$ cat config.mk
export PLATFORM = sky130hd
export DESIGN_NAME = pipe_div_ctrl
export DESIGN_NICKNAME = d
export VERILOG_FILES = /design/src/rtl/pipe_div_ctrl.sv
export SDC_FILE = /design/constraint.sdc
export NUM_CORES = 1
export LEC_CHECK = 0
export ABC_AREA = 1
export CAP_MARGIN = 0
export CORE_ASPECT_RATIO = 1.4
export CORE_MARGIN = 2
export CORE_UTILIZATION = 44
export DETAILED_ROUTE_END_ITERATION = 8
export SLEW_MARGIN = 20
export SYNTH_ARGS = -nofsm -noshare
export SYNTH_HDL_FRONTEND = slang
export SYNTH_SLANG_ARGS = --single-unit
export TNS_END_PERCENT = 10
$ cat constraint.sdc
create_clock -name clk -period 5.2 [get_ports clk]
set_clock_uncertainty 0.1 [all_clocks]
set_input_delay 1.04 -clock clk [delete_from_list [all_inputs] [get_ports clk]]
set_output_delay 1.04 -clock clk [all_outputs]
set_load 0.05 [all_outputs]
$ cat src/rtl/pipe_div_ctrl.sv
// Pipeline stall/bubble sequencing and 32-iteration restoring divider for DIV/DIVU.
module pipe_div_ctrl #(
  parameter int unsigned DIV_CYCLES = 32
) (
  input  logic        clk,
  input  logic        rst_n,
  input  logic        flush,
  input  logic        id_stallreq,
  input  logic        exe_div_req,
  input  logic        exe_div_signed,
  input  logic [31:0] exe_src1,
  input  logic [31:0] exe_src2,
  output logic [4:0]  stall,
  output logic        div_busy,
  output logic        div_ready,
  output logic [63:0] div_result
);

  localparam int unsigned W     = 32;
  localparam int unsigned CNT_W = $clog2(DIV_CYCLES);

  typedef enum logic [1:0] {
    S_IDLE,
    S_BUSY,
    S_DONE
  } state_t;

  state_t           state, next_state;
  logic [CNT_W-1:0] cnt;
  logic [W-1:0]     rem_q, quo_q, dvs_q;
  logic             sign_q_q, sign_r_q;
  logic [2*W-1:0]   result_q;

  logic             src1_neg, src2_neg;
  logic [W-1:0]     src1_abs, src2_abs;
  logic [W:0]       rem_sh;
  logic [W+1:0]     trial;
  logic             take;
  logic [W-1:0]     rem_nx, quo_nx, rem_fix, quo_fix;

  // Operand magnitudes for the signed case
  always_comb begin
    src1_neg = exe_div_signed & exe_src1[W-1];
    src2_neg = exe_div_signed & exe_src2[W-1];
    src1_abs = src1_neg ? (~exe_src1 + W'(1)) : exe_src1;
    src2_abs = src2_neg ? (~exe_src2 + W'(1)) : exe_src2;
  end

  // One restoring shift-subtract step plus final sign fix-up of its result
  always_comb begin
    rem_sh  = {rem_q, quo_q[W-1]};
    trial   = {1'b0, rem_sh} - {2'b00, dvs_q};
    take    = ~trial[W+1];
    rem_nx  = take ? trial[W-1:0] : rem_sh[W-1:0];
    quo_nx  = {quo_q[W-2:0], take};
    rem_fix = sign_r_q ? (~rem_nx + W'(1)) : rem_nx;
    quo_fix = sign_q_q ? (~quo_nx + W'(1)) : quo_nx;
  end

  // FSM state register
  always_ff @(posedge clk or negedge rst_n) begin
    if (!rst_n) state <= S_IDLE;
    else        state <= next_state;
  end

  // Next-state logic; flush or a dropped request abandons the division
  always_comb begin
    next_state = state;
    case (state)
      S_IDLE: begin
        if (!flush && exe_div_req) begin
          if (exe_src2 == '0) next_state = S_DONE;
          else                next_state = S_BUSY;
        end
      end
      S_BUSY: begin
        if (flush || !exe_div_req)                  next_state = S_IDLE;
        else if (cnt == CNT_W'(DIV_CYCLES - 1))     next_state = S_DONE;
      end
      S_DONE:  next_state = S_IDLE;
      default: next_state = S_IDLE;
    endcase
  end

  // Divider datapath and result holding register
  always_ff @(posedge clk or negedge rst_n) begin
    if (!rst_n) begin
      cnt      <= '0;
      rem_q    <= '0;
      quo_q    <= '0;
      dvs_q    <= '0;
      sign_q_q <= 1'b0;
      sign_r_q <= 1'b0;
      result_q <= '0;
    end else begin
      if (state == S_IDLE && next_state == S_BUSY) begin
        cnt      <= '0;
        rem_q    <= '0;
        quo_q    <= src1_abs;
        dvs_q    <= src2_abs;
        sign_q_q <= src1_neg ^ src2_neg;
        sign_r_q <= src1_neg;
      end else if (state == S_BUSY) begin
        cnt   <= cnt + CNT_W'(1);
        rem_q <= rem_nx;
        quo_q <= quo_nx;
      end
      if (state == S_IDLE && next_state == S_DONE)
        result_q <= {exe_src1, {W{1'b1}}};
      else if (state == S_BUSY && next_state == S_DONE)
        result_q <= {rem_fix, quo_fix};
    end
  end

  // Stall vector: flush > pending division > load-use hazard
  always_comb begin
    stall = 5'b00000;
    if (!rst_n || flush)                      stall = 5'b00000;
    else if (exe_div_req && state != S_DONE)  stall = 5'b01111;
    else if (id_stallreq)                     stall = 5'b00111;
  end

  assign div_busy   = (state != S_IDLE);
  assign div_ready  = (state == S_DONE) && !flush;
  assign div_result = result_q;

endmodule

==> results of run 1 <==
[worst register-to-register path: stages (launching register included)]
cell and delay, ns:
dfrtp_1 0.42, ha_1 0.38, nand2_2 0.12, inv_1 0.04, nand2_1 0.08, nand2_1 0.06
nand2_1 0.06, nand3_2 0.13, nand2_2 0.11, nand2_2 0.08, nand2_4 0.10, nand2_8 0.05
inv_2 0.25, ha_1 0.24, nand3_1 0.13, nor2_1 0.23, nand4_1 0.16, nor3_1 0.16
buf_4 0.16, a21oi_1 0.09, nor2_1 0.22, o21ai_1 0.22, o21bai_1 0.23, nor2_1 0.11
o21ai_1 0.07, o21ai_0 0.12, inv_1 0.05
[metal layers]
metal  global-route usage  wire (um)  part of all wire  up-vias
met5                    0          0                 0        -
met4                0.155       2460             0.055        0
met3               0.0385       1600             0.036      104
met2                0.517      22300              0.50      332
met1                0.331      18100              0.41     5997
li1                     -          -                 -     6661
[registers in the layout, indices dropped and copies added, names as in the netlist]
register,count
dvs_q,32
cnt,5
div_result,64
rem_q,32
sign_r_q,1
quo_q,32
sign_q_q,1
state,2
[metrics by stage]
step	power, mW	setup slack, ns	util	area [um2]
finish	11.6	0.946	0.521	15600
global route	12.7	0.457	0.521	15600
CTS	11.6	0.932	0.521	15600
detailed placement	10.2	0.955	0.502	15000
global placement	10.2	0.984	0.502	15000
floorplan	8.06	1.59	-	13300
[placed cells by master, fill, tap and decap left out, drive strengths merged, types with 21 or more instances in the layout]
cell type and n:
clkdlybuf4s50 138, nor2 195, nand2 650, o22ai 21, nor3 23, xor2 76
o21ai 185, dfrtp 169, ha 38, a21oi 36, inv 321, nand4 22
nand3 153
[power breakdown]
group	internal, mW	switching [mW]	leakage (nW)	total (mW)
Combinational	2.44	5.58	5.42	8.01
Clock	0.679	0.630	0.282	1.31
Sequential	1.81	0.427	1.99	2.24
Total	4.93	6.63	7.70	11.6
[worst paths after layout]
check / start / end / slack [ns]
max reg2reg: rem_q[3] / div_result[30] / 0.95
min in group clk: dvs_q[25] / dvs_q[25] / 0.39
min reg2reg: dvs_q[25] / dvs_q[25] / 0.39
min: rst_n / dvs_q[6] / 0.33
max: rem_q[3] / div_result[30] / 0.95
max in group asynchronous: rst_n / quo_q[18] / 3.53
[cell families (layout without fill, tap and decap cells)]
| group | count (synthesis) | after routing | synth area share |
|---|---|---|---|
| AND/OR/NAND/NOR | 1069 | 1069 | 0.350 |
| buffers and inverters | 381 | 504 | 0.114 |
| AO/OA/AOI/OAI | 286 | 286 | 0.120 |
| flip-flops | 169 | 169 | 0.319 |
| XOR/XNOR | 91 | 91 | 0.0601 |
| adder cells (fa/ha/maj) | 39 | 39 | 0.0374 |
| other | 1 | 1 | 0.000283 |
[area by class of cell]
cell class / count / area (um2)
clock inverter: 15 / 159
timing repair buffer: 157 / 1550
sequential: 169 / 4230
tap: 385 / 482
fill: 3061 / 14300
inverter: 315 / 1180
clock buffer: 17 / 425
multi-input combinational: 1486 / 7530
==> out/results.ini, run 1 <==
[floorplan]
io-pin-count=141
die_h_um=209
core-area_um2=29800
start_util=0.444
dieArea_um2=31600
die_x_um=151
placementRows=75

[run]
cap_violations=0

[worst_setup_path]
cp.required_ns=5.46
start_kind=register
path_class=reg -> reg
cp_data_arrival_time_ns=4.51
cpPeakStageDelay_ns=0.42
reg2regPathDepth=26
crit_slowest_cell=dfrtp_1
cp_top_family=simple AND/OR/NAND/NOR gates
crit_cells=26
critPathMaxFanout=12
crit_buf_inv=4
critPathCaptureType=register

[global_route]
antenna_found_initial=0
grt_overflow=0
grt_pass1_wl_um=70200
grt_max_degree=149
grt_usage=0.290
grt_pass1_vias=13400

[timing]
period_minus_slack_ns=4.25
tightest_slew_ns=1.09
rsz0062_at_grt=false
finalSetupViolCount=0
hold_viol=0
whs_ns=0.326
clock.fmax_ghz=0.235
slew_violations=0
tns_ns=0
maxSlewHeadroom=0.270
post-route-period-util=0.818

[route]
vias_per_cell=5.15
ant_nets=0
dr.pass1.iters=5
drt_wl_total_um=44500
wl_per_cell_um=17.5
drc_errors=0
vias=13100
drtIter0Drc=708

[power_and_ir_drop]
p_leak_nw=7.70
vdd_ir_drop_max_v=0.000355
p_per_area_nw_per_um2=743

[clock_network]
clock_sinks=169
post_cts.repair.setup_buffers=0
postCtsHoldBufs=0
cts_resized=0
clock_latency_ns=0.46
numCtsBuffers=17
htree_levels=4
clk_pin_slew_worst_paths_ns=0.07
clockBufferDepth=2
cts_tree=yes
root_buffer=clkbuf_16

[place]
numPortBuffers=139
gp_congestion=0.919
placedCellCount=2512
place_hpwl_um=34800

[yosys]
seq_area_frac_synth=0.319
synth_area_um2=13300
synth_fp_nets=2145
synth_top_area_cell=dfrtp_1
postSynthCellCount=2036
ys_top_cells_by_count=nand2_1, inv_1, nor2_1
synthArstFlopShare=1.00
synth_warnings=0
yosysMostFrequentCell=nand2_1
synth.distinct_cells=52
synth.top_cells.by_area=dfrtp_1, nand2_1, inv_1
synth_edf_count=0
avgSynthCellArea_um2=6.51
synth_top_area_frac=0.319
synth-main-ff-cell=dfrtp_1
ys_seq_elements=169

[final_layout]
n_antenna_cell=0
final_net_count=2255
area.growth.synth_to_final_pct=17.3
layout-drive-gt1-share=0.0602
instances_no_fill=2544

[hold_path]
hold_path_class=in -> async

[status]
status=finished clean

Power figures use the tool's default switching activity.
==> run 2, diff against run 1 <==
clock period = 4.27 ns   (was 5.2 ns; I/O delays follow)
==> run 2 against run 1 <==
Compared with the run above: non-clock buffer count grew 15; sequential power up 22%; count of clock-buffer cells in the layout grew 1; sequential share of layout area decreased by 0.23 points; worst setup slack worse by 0.58 ns; sequential cell count stayed put.
==> out/results.ini, run 2 (synthesis gave the netlist of run 1 again) <==
[final_layout]
mostFrequentLayoutCell=nand2_1
largest_reg_flops=64  ; unchanged
final_net_count=2270  ; +0.67%
layout-drive-gt1-share=0.0681  ; +0.00786
layout_common_cells=nand2_1, inv_1, nor2_1
area.growth.synth_to_final_pct=18.3

[worst_setup_path]
reg2reg_setup_slack_ns=0.36  ; -0.58 ns
crit_buf_inv=1  ; -3
cp_data_arrival_time_ns=4.16  ; -0.35 ns
cp_top_family=simple AND/OR/NAND/NOR gates
path_class=reg -> reg
path_cells=ha_1 -> nand2_1 -> nor2_1 -> nand2_1 -> nor2_2 -> nand2_4 -> nand2_8 -> buf_4 -> nand2_1 -> nand2_1 -> ha_1 -> nand3_2 -> nor2_4 -> nand3_2 -> nand2_2 -> nand3_1 -> nand3_1 -> nand2_1
cpPeakStageDelay_ns=0.49  ; +0.07 ns
cp.required_ns=4.52  ; -0.94 ns
start_kind=register
crit_top_cell=nand2_1
critPathCaptureType=register
critPathMaxFanout=43  ; +31
crit_slowest_cell=buf_4

[route]
ant_nets=0  ; unchanged
dr.pass1.iters=5  ; unchanged
wl_per_cell_um=17.8  ; +1.8%
vias=13200  ; +0.99%
drtIter0Drc=882  ; +25%
vias_per_cell=5.17  ; +0.36%
drt_wl_total_um=45600  ; +2.5%
drc_errors=0  ; unchanged

[power_and_ir_drop]
p_sw_mw=8.20  ; +24%
p_int_mw=6.13  ; +25%
p_comb_frac=0.694  ; about the same
p_sw_frac=0.572  ; -0.00194
p_leak_nw=7.78  ; +1.0%
power.share.clock=0.115  ; +0.002
p_per_area_nw_per_um2=913  ; +23%
vdd_ir_drop_max_v=0.000375  ; +5.5%
seq_power_share=0.190  ; -0.003

[timing]
maxSlewHeadroom=0.341  ; +0.0716
tns_ns=0  ; unchanged
finalSetupViolCount=0  ; unchanged
period_minus_slack_ns=3.91  ; -0.346 ns
post-route-period-util=0.915  ; +0.0972
clock.fmax_ghz=0.256  ; +8.8%
tightest_slew_ns=0.988  ; -0.103 ns
hold_viol=0  ; unchanged
rsz0062_at_grt=false
timing.final.ws_setup_ns=0.362  ; -0.584 ns
slew_violations=0  ; unchanged

[place]
place_hpwl_um=35500  ; +2.3%
place_ws_ns=0.296  ; -0.659 ns
gp_congestion=0.960  ; +4.4%
numPortBuffers=139  ; unchanged

[global_route]
grt_pass1_vias=13400  ; -0.030%
grt_pass1_wl_um=72200  ; +2.8%
antenna_found_initial=0  ; unchanged
grt_max_degree=167  ; +12%
grt_usage=0.298  ; +0.00837
grt_overflow=0  ; unchanged

[run]
cap_violations=0  ; unchanged

[floorplan]
core-area_um2=29800  ; unchanged
io-pin-count=141  ; unchanged
die_h_um=209  ; unchanged
die_x_um=151  ; unchanged
placementRows=75  ; unchanged
dieArea_um2=31600  ; unchanged
start_util=0.444  ; unchanged

[clock_network]
root_buffer=clkbuf_16
post_cts.repair.setup_buffers=0  ; unchanged
clk_pin_slew_worst_paths_ns=0.07  ; about the same
clockBufferDepth=2  ; unchanged
cts_tree=yes
numCtsBuffers=17  ; unchanged
clock_latency_ns=0.46  ; about the same
htree_levels=4  ; unchanged
clock_sinks=169  ; unchanged

[hold_path]
hold_path_class=in -> async

[status]
status=finished clean

## run 2: cell types whose count changed in the layout (fill, tap and decap cells not counted), sizes merged
cell / delta
buf: +15
bufinv: +1
clkbuf: +1
diode: +1
inv: -2
## run 2: final cells by class
cell class	count	area, um2
tap	385	482
clock inverter	14	161
sequential	169	4230
clock buffer	18	439
timing repair buffer	172	1650
multi-input combinational	1486	7540
inverter	315	1180
fill	3094	14100
antenna	1	2.50
## run 2: path summary, 6_finish.rpt
| path | to | cells after the start | from |
|---|---|---|---|
| max in group asynchronous | div_result[23] | 2 | rst_n |
| min reg2reg | dvs_q[29] | 2 | dvs_q[29] |
| min | dvs_q[6] | 1 | rst_n |
| min in group clk | dvs_q[29] | 2 | dvs_q[29] |
| max | div_result[54] | 18 | rem_q[16] |
| max reg2reg | div_result[54] | 18 | rem_q[16] |
## run 2: power by group through the flow
stage          logic, mW  registers [mW]  clock network [mW]
3_3_place_gp        9.81            2.73                   0
5_1_grt             11.1            2.80                1.75
3_5_place_dp        9.84            2.73                   0
6_report            9.95            2.73                1.65
4_1_cts             9.90            2.72                1.68
2_1_floorplan       6.77            3.05                   0
## run 2: stage by stage
| step | cells | hold slack, ns | total power [mW] | util | cell area, um2 |
|---|---|---|---|---|---|
| 2_1_floorplan | 2036 | 0.353 | 9.82 | - | 13300 |
| 3_3_place_gp | 2527 | 0.371 | 12.5 | 0.505 | 15100 |
| 3_5_place_dp | 2527 | 0.378 | 12.6 | 0.505 | 15100 |
| 4_1_cts | 2559 | 0.0627 | 14.3 | 0.525 | 15700 |
| 5_1_grt | 2559 | 0.0640 | 15.7 | 0.526 | 15700 |
| 6_report | 2560 | 0.0753 | 14.3 | 0.526 | 15700 |
## run 2: repair_timing
item	in CTS	in global routing
resized for setup	0	3
hold buffers	0	0
setup endpoints to repair	0	3
## run 2: routing by layer
| layer | up-vias | global-route usage | wire length, um |
|---|---|---|---|
| li1 | 6685 | - | - |
| met1 | 6135 | 0.356 | 18400 |
| met2 | 319 | 0.536 | 23600 |
| met3 | 85 | 0.0372 | 1620 |
| met4 | 0 | 0.121 | 1880 |
| met5 | - | 0 | 0 |
==> run 3, diff against run 2 <==
==> constraint.sdc (replaced) <==
create_clock -name clk -period 4.2 [get_ports clk]
set_clock_uncertainty 0.1 [all_clocks]
set_input_delay 0.84 -clock clk [delete_from_list [all_inputs] [get_ports clk]]
set_output_delay 0.84 -clock clk [all_outputs]
set_load 0.02 [all_outputs]
==> run 3 against run 2 <==
Compared with the run above: sequential share of layout area barely moved; largest power group unchanged; via count rose by 0.48%; power fell by 1.1%; highest routed layer unchanged; register-to-register slack got worse by 0.03 ns; count of clock-buffer cells in the layout fell by 1; critical path depth rose by 4; routed wire length fell by 0.67%; global-route usage fell by 0.20 points.
==> out/results.ini, run 3 (synthesis gave the netlist of run 1 again) <==
[worst_setup_path]
cpPeakStageDelay_ns=0.48  ; about the same
crit_cells=22  ; +4
critPathCaptureType=register
start_kind=register
cp_top_family=simple AND/OR/NAND/NOR gates
cp.required_ns=4.50  ; -0.02 ns
worstSetupStartpoint=dvs_q[9]
worst_r2r_startpoint=dvs_q[9]
cp_data_arrival_time_ns=4.16  ; about the same
crit_slowest_cell=buf_4
regToRegEndpoint=div_result[56]
path_cells=inv_1 -> ha_1 -> nand2_1 -> nor2_1 -> nand2_1 -> inv_1 -> nand2_2 -> nand2_2 -> nand2_4 -> nand2_8 -> buf_4 -> nand2_1 -> nand2_1 -> ha_1 -> nand3_2 -> nor2_4 -> nand2_2 -> nand2_4 -> nand3_1 -> nand2_1 -> nand3_1 -> nand2_1
reg2regPathDepth=22  ; +4
path_class=reg -> reg
reg2reg_setup_slack_ns=0.34  ; -0.03 ns
critPathMaxFanout=43  ; unchanged
crit_top_cell=nand2_1
crit_buf_inv=3  ; +2
crit_end=div_result[56]

[clock_network]
postCtsHoldBufs=0  ; unchanged
root_buffer=clkbuf_16
numCtsBuffers=17  ; unchanged
clockBufferDepth=2  ; unchanged
htree_levels=4  ; unchanged
clk_pin_slew_worst_paths_ns=0.08  ; about the same
clock_latency_ns=0.47  ; about the same
cts_tree=yes
clock_sinks=169  ; unchanged
post_cts.repair.setup_buffers=0  ; unchanged

[final_layout]
final_net_count=2272  ; +0.088%
layout-drive-gt1-share=0.0680  ; about the same
multi_input_area_um2=7540  ; about the same
area.growth.synth_to_final_pct=18.5
fillers=3110  ; +0.52%
layout_common_cells=nand2_1, inv_1, nor2_1
instances_no_fill=2561  ; +0.039%
mostFrequentLayoutCell=nand2_1
largest_reg_flops=64  ; unchanged
n_antenna_cell=0  ; -1
regArea_um2=4230  ; unchanged

[floorplan]
start_util=0.444  ; unchanged
die_x_um=151  ; unchanged
die_h_um=209  ; unchanged
dieArea_um2=31600  ; unchanged
core-area_um2=29800  ; unchanged
io-pin-count=141  ; unchanged
placementRows=75  ; unchanged

[timing]
post-route-period-util=0.920  ; +0.00471
finalSetupViolCount=0  ; unchanged
maxSlewHeadroom=0.309  ; -0.0327
tightest_slew_ns=1.04  ; +0.0491 ns
hold_viol=0  ; unchanged
slew_violations=0  ; unchanged
tns_ns=0  ; unchanged
period_minus_slack_ns=3.86  ; -0.0443 ns
rsz0062_at_grt=false
clock.fmax_ghz=0.259  ; +1.1%

[global_route]
antenna_found_initial=0  ; unchanged
grt_usage=0.296  ; -0.00203
grt_pass1_vias=13500  ; +1.2%
grt_overflow=0  ; unchanged
grt_pass1_wl_um=71600  ; -0.82%
grt_max_degree=167  ; unchanged

[route]
drt_wl_total_um=45300  ; -0.67%
dr.pass1.iters=6  ; +1
drtIter0Drc=825  ; -6.5%
vias=13300  ; +0.48%
wl_per_cell_um=17.7  ; -0.70%
vias_per_cell=5.19  ; +0.44%
ant_nets=0  ; unchanged
drc_errors=0  ; unchanged

[run]
cap_violations=0  ; unchanged

[power_and_ir_drop]
p_leak_nw=7.80  ; +0.28%
total_power_mw=14.2  ; -1.1%
vdd_ir_drop_max_v=0.000503  ; +34%
p_sw_mw=7.98  ; -2.6%
p_comb_frac=0.686  ; -0.008
power.share.clock=0.118  ; +0.003
p_int_mw=6.20  ; +1.0%
p_per_area_nw_per_um2=902  ; -1.2%
p_sw_frac=0.563  ; -0.00904
seq_power_share=0.196  ; +0.006

[hold_path]
hold_path_class=in -> async

[status]
status=finished clean

[place]
placedCellCount=2529  ; +0.079%
gp_congestion=0.949  ; -1.2%
numPortBuffers=139  ; unchanged
place_hpwl_um=35300  ; -0.56%

[run 3: cell types whose count changed in the layout (fill, tap and decap cells not counted), sizes merged]
| cell | previous run | this run |
|---|---|---|
| buf | 34 | 36 |
| clkinv | 6 | 8 |
| clkinvlp | 2 | 0 |
| inv | 319 | 321 |
| bufinv | 2 | 1 |
| clkbuf | 18 | 17 |
| diode | 1 | 0 |
[run 3: power groups by stage]
stage / Clock (mW) / Sequential [mW] / Combinational (mW)
CTS: 1.69 / 2.77 / 9.73
finish: 1.67 / 2.78 / 9.73
floorplan: 0 / 2.77 / 6.86
global route: 1.75 / 2.86 / 10.9
global placement: 0 / 2.78 / 9.64
detailed placement: 0 / 2.78 / 9.66
[run 3: worst min path at each step]
stage	end	slack, ns	cells after the start
after floorplan	dvs_q[10]	0.35	2
after global routing	dvs_q[6]	0.06	1
final	dvs_q[6]	0.06	1
after global placement	dvs_q[21]	0.37	2
after detailed placement	dvs_q[26]	0.38	2
after CTS	dvs_q[6]	0.05	1
[run 3: layout make-up]
class	instances	share of cell area
Clock buffer	17	0.0271
Clock inverter	15	0.0114
Inverter	315	0.0752
Multi-Input combinational cell	1486	0.480
Sequential cell	169	0.269
Tap cell	385	0.0307
Timing Repair Buffer	174	0.107
[run 3: per-layer routing]
| metal | global-route usage | share of wire |
|---|---|---|
| met5 | 0 | 0 |
| met1 | 0.348 | 0.41 |
| met4 | 0.142 | 0.049 |
| met3 | 0.0343 | 0.036 |
| met2 | 0.529 | 0.51 |
[run 3: stage by stage]
stage          instance area, um2  setup WS, ns   util  hold slack (ns)
6_report                    15700         0.336  0.527           0.0646
5_1_grt                     15700        0.0440  0.527           0.0571
4_1_cts                     15700         0.266  0.526           0.0467
3_5_place_dp                15100         0.296  0.506            0.377
3_3_place_gp                15100         0.334  0.506            0.372
2_1_floorplan               13300         0.587      -            0.353
[run 3: what timing repair did]
action                                 CTS  global route
endpoints found under the hold margin    0             0
gates resized for setup                  0             1
setup endpoints to repair                0             3
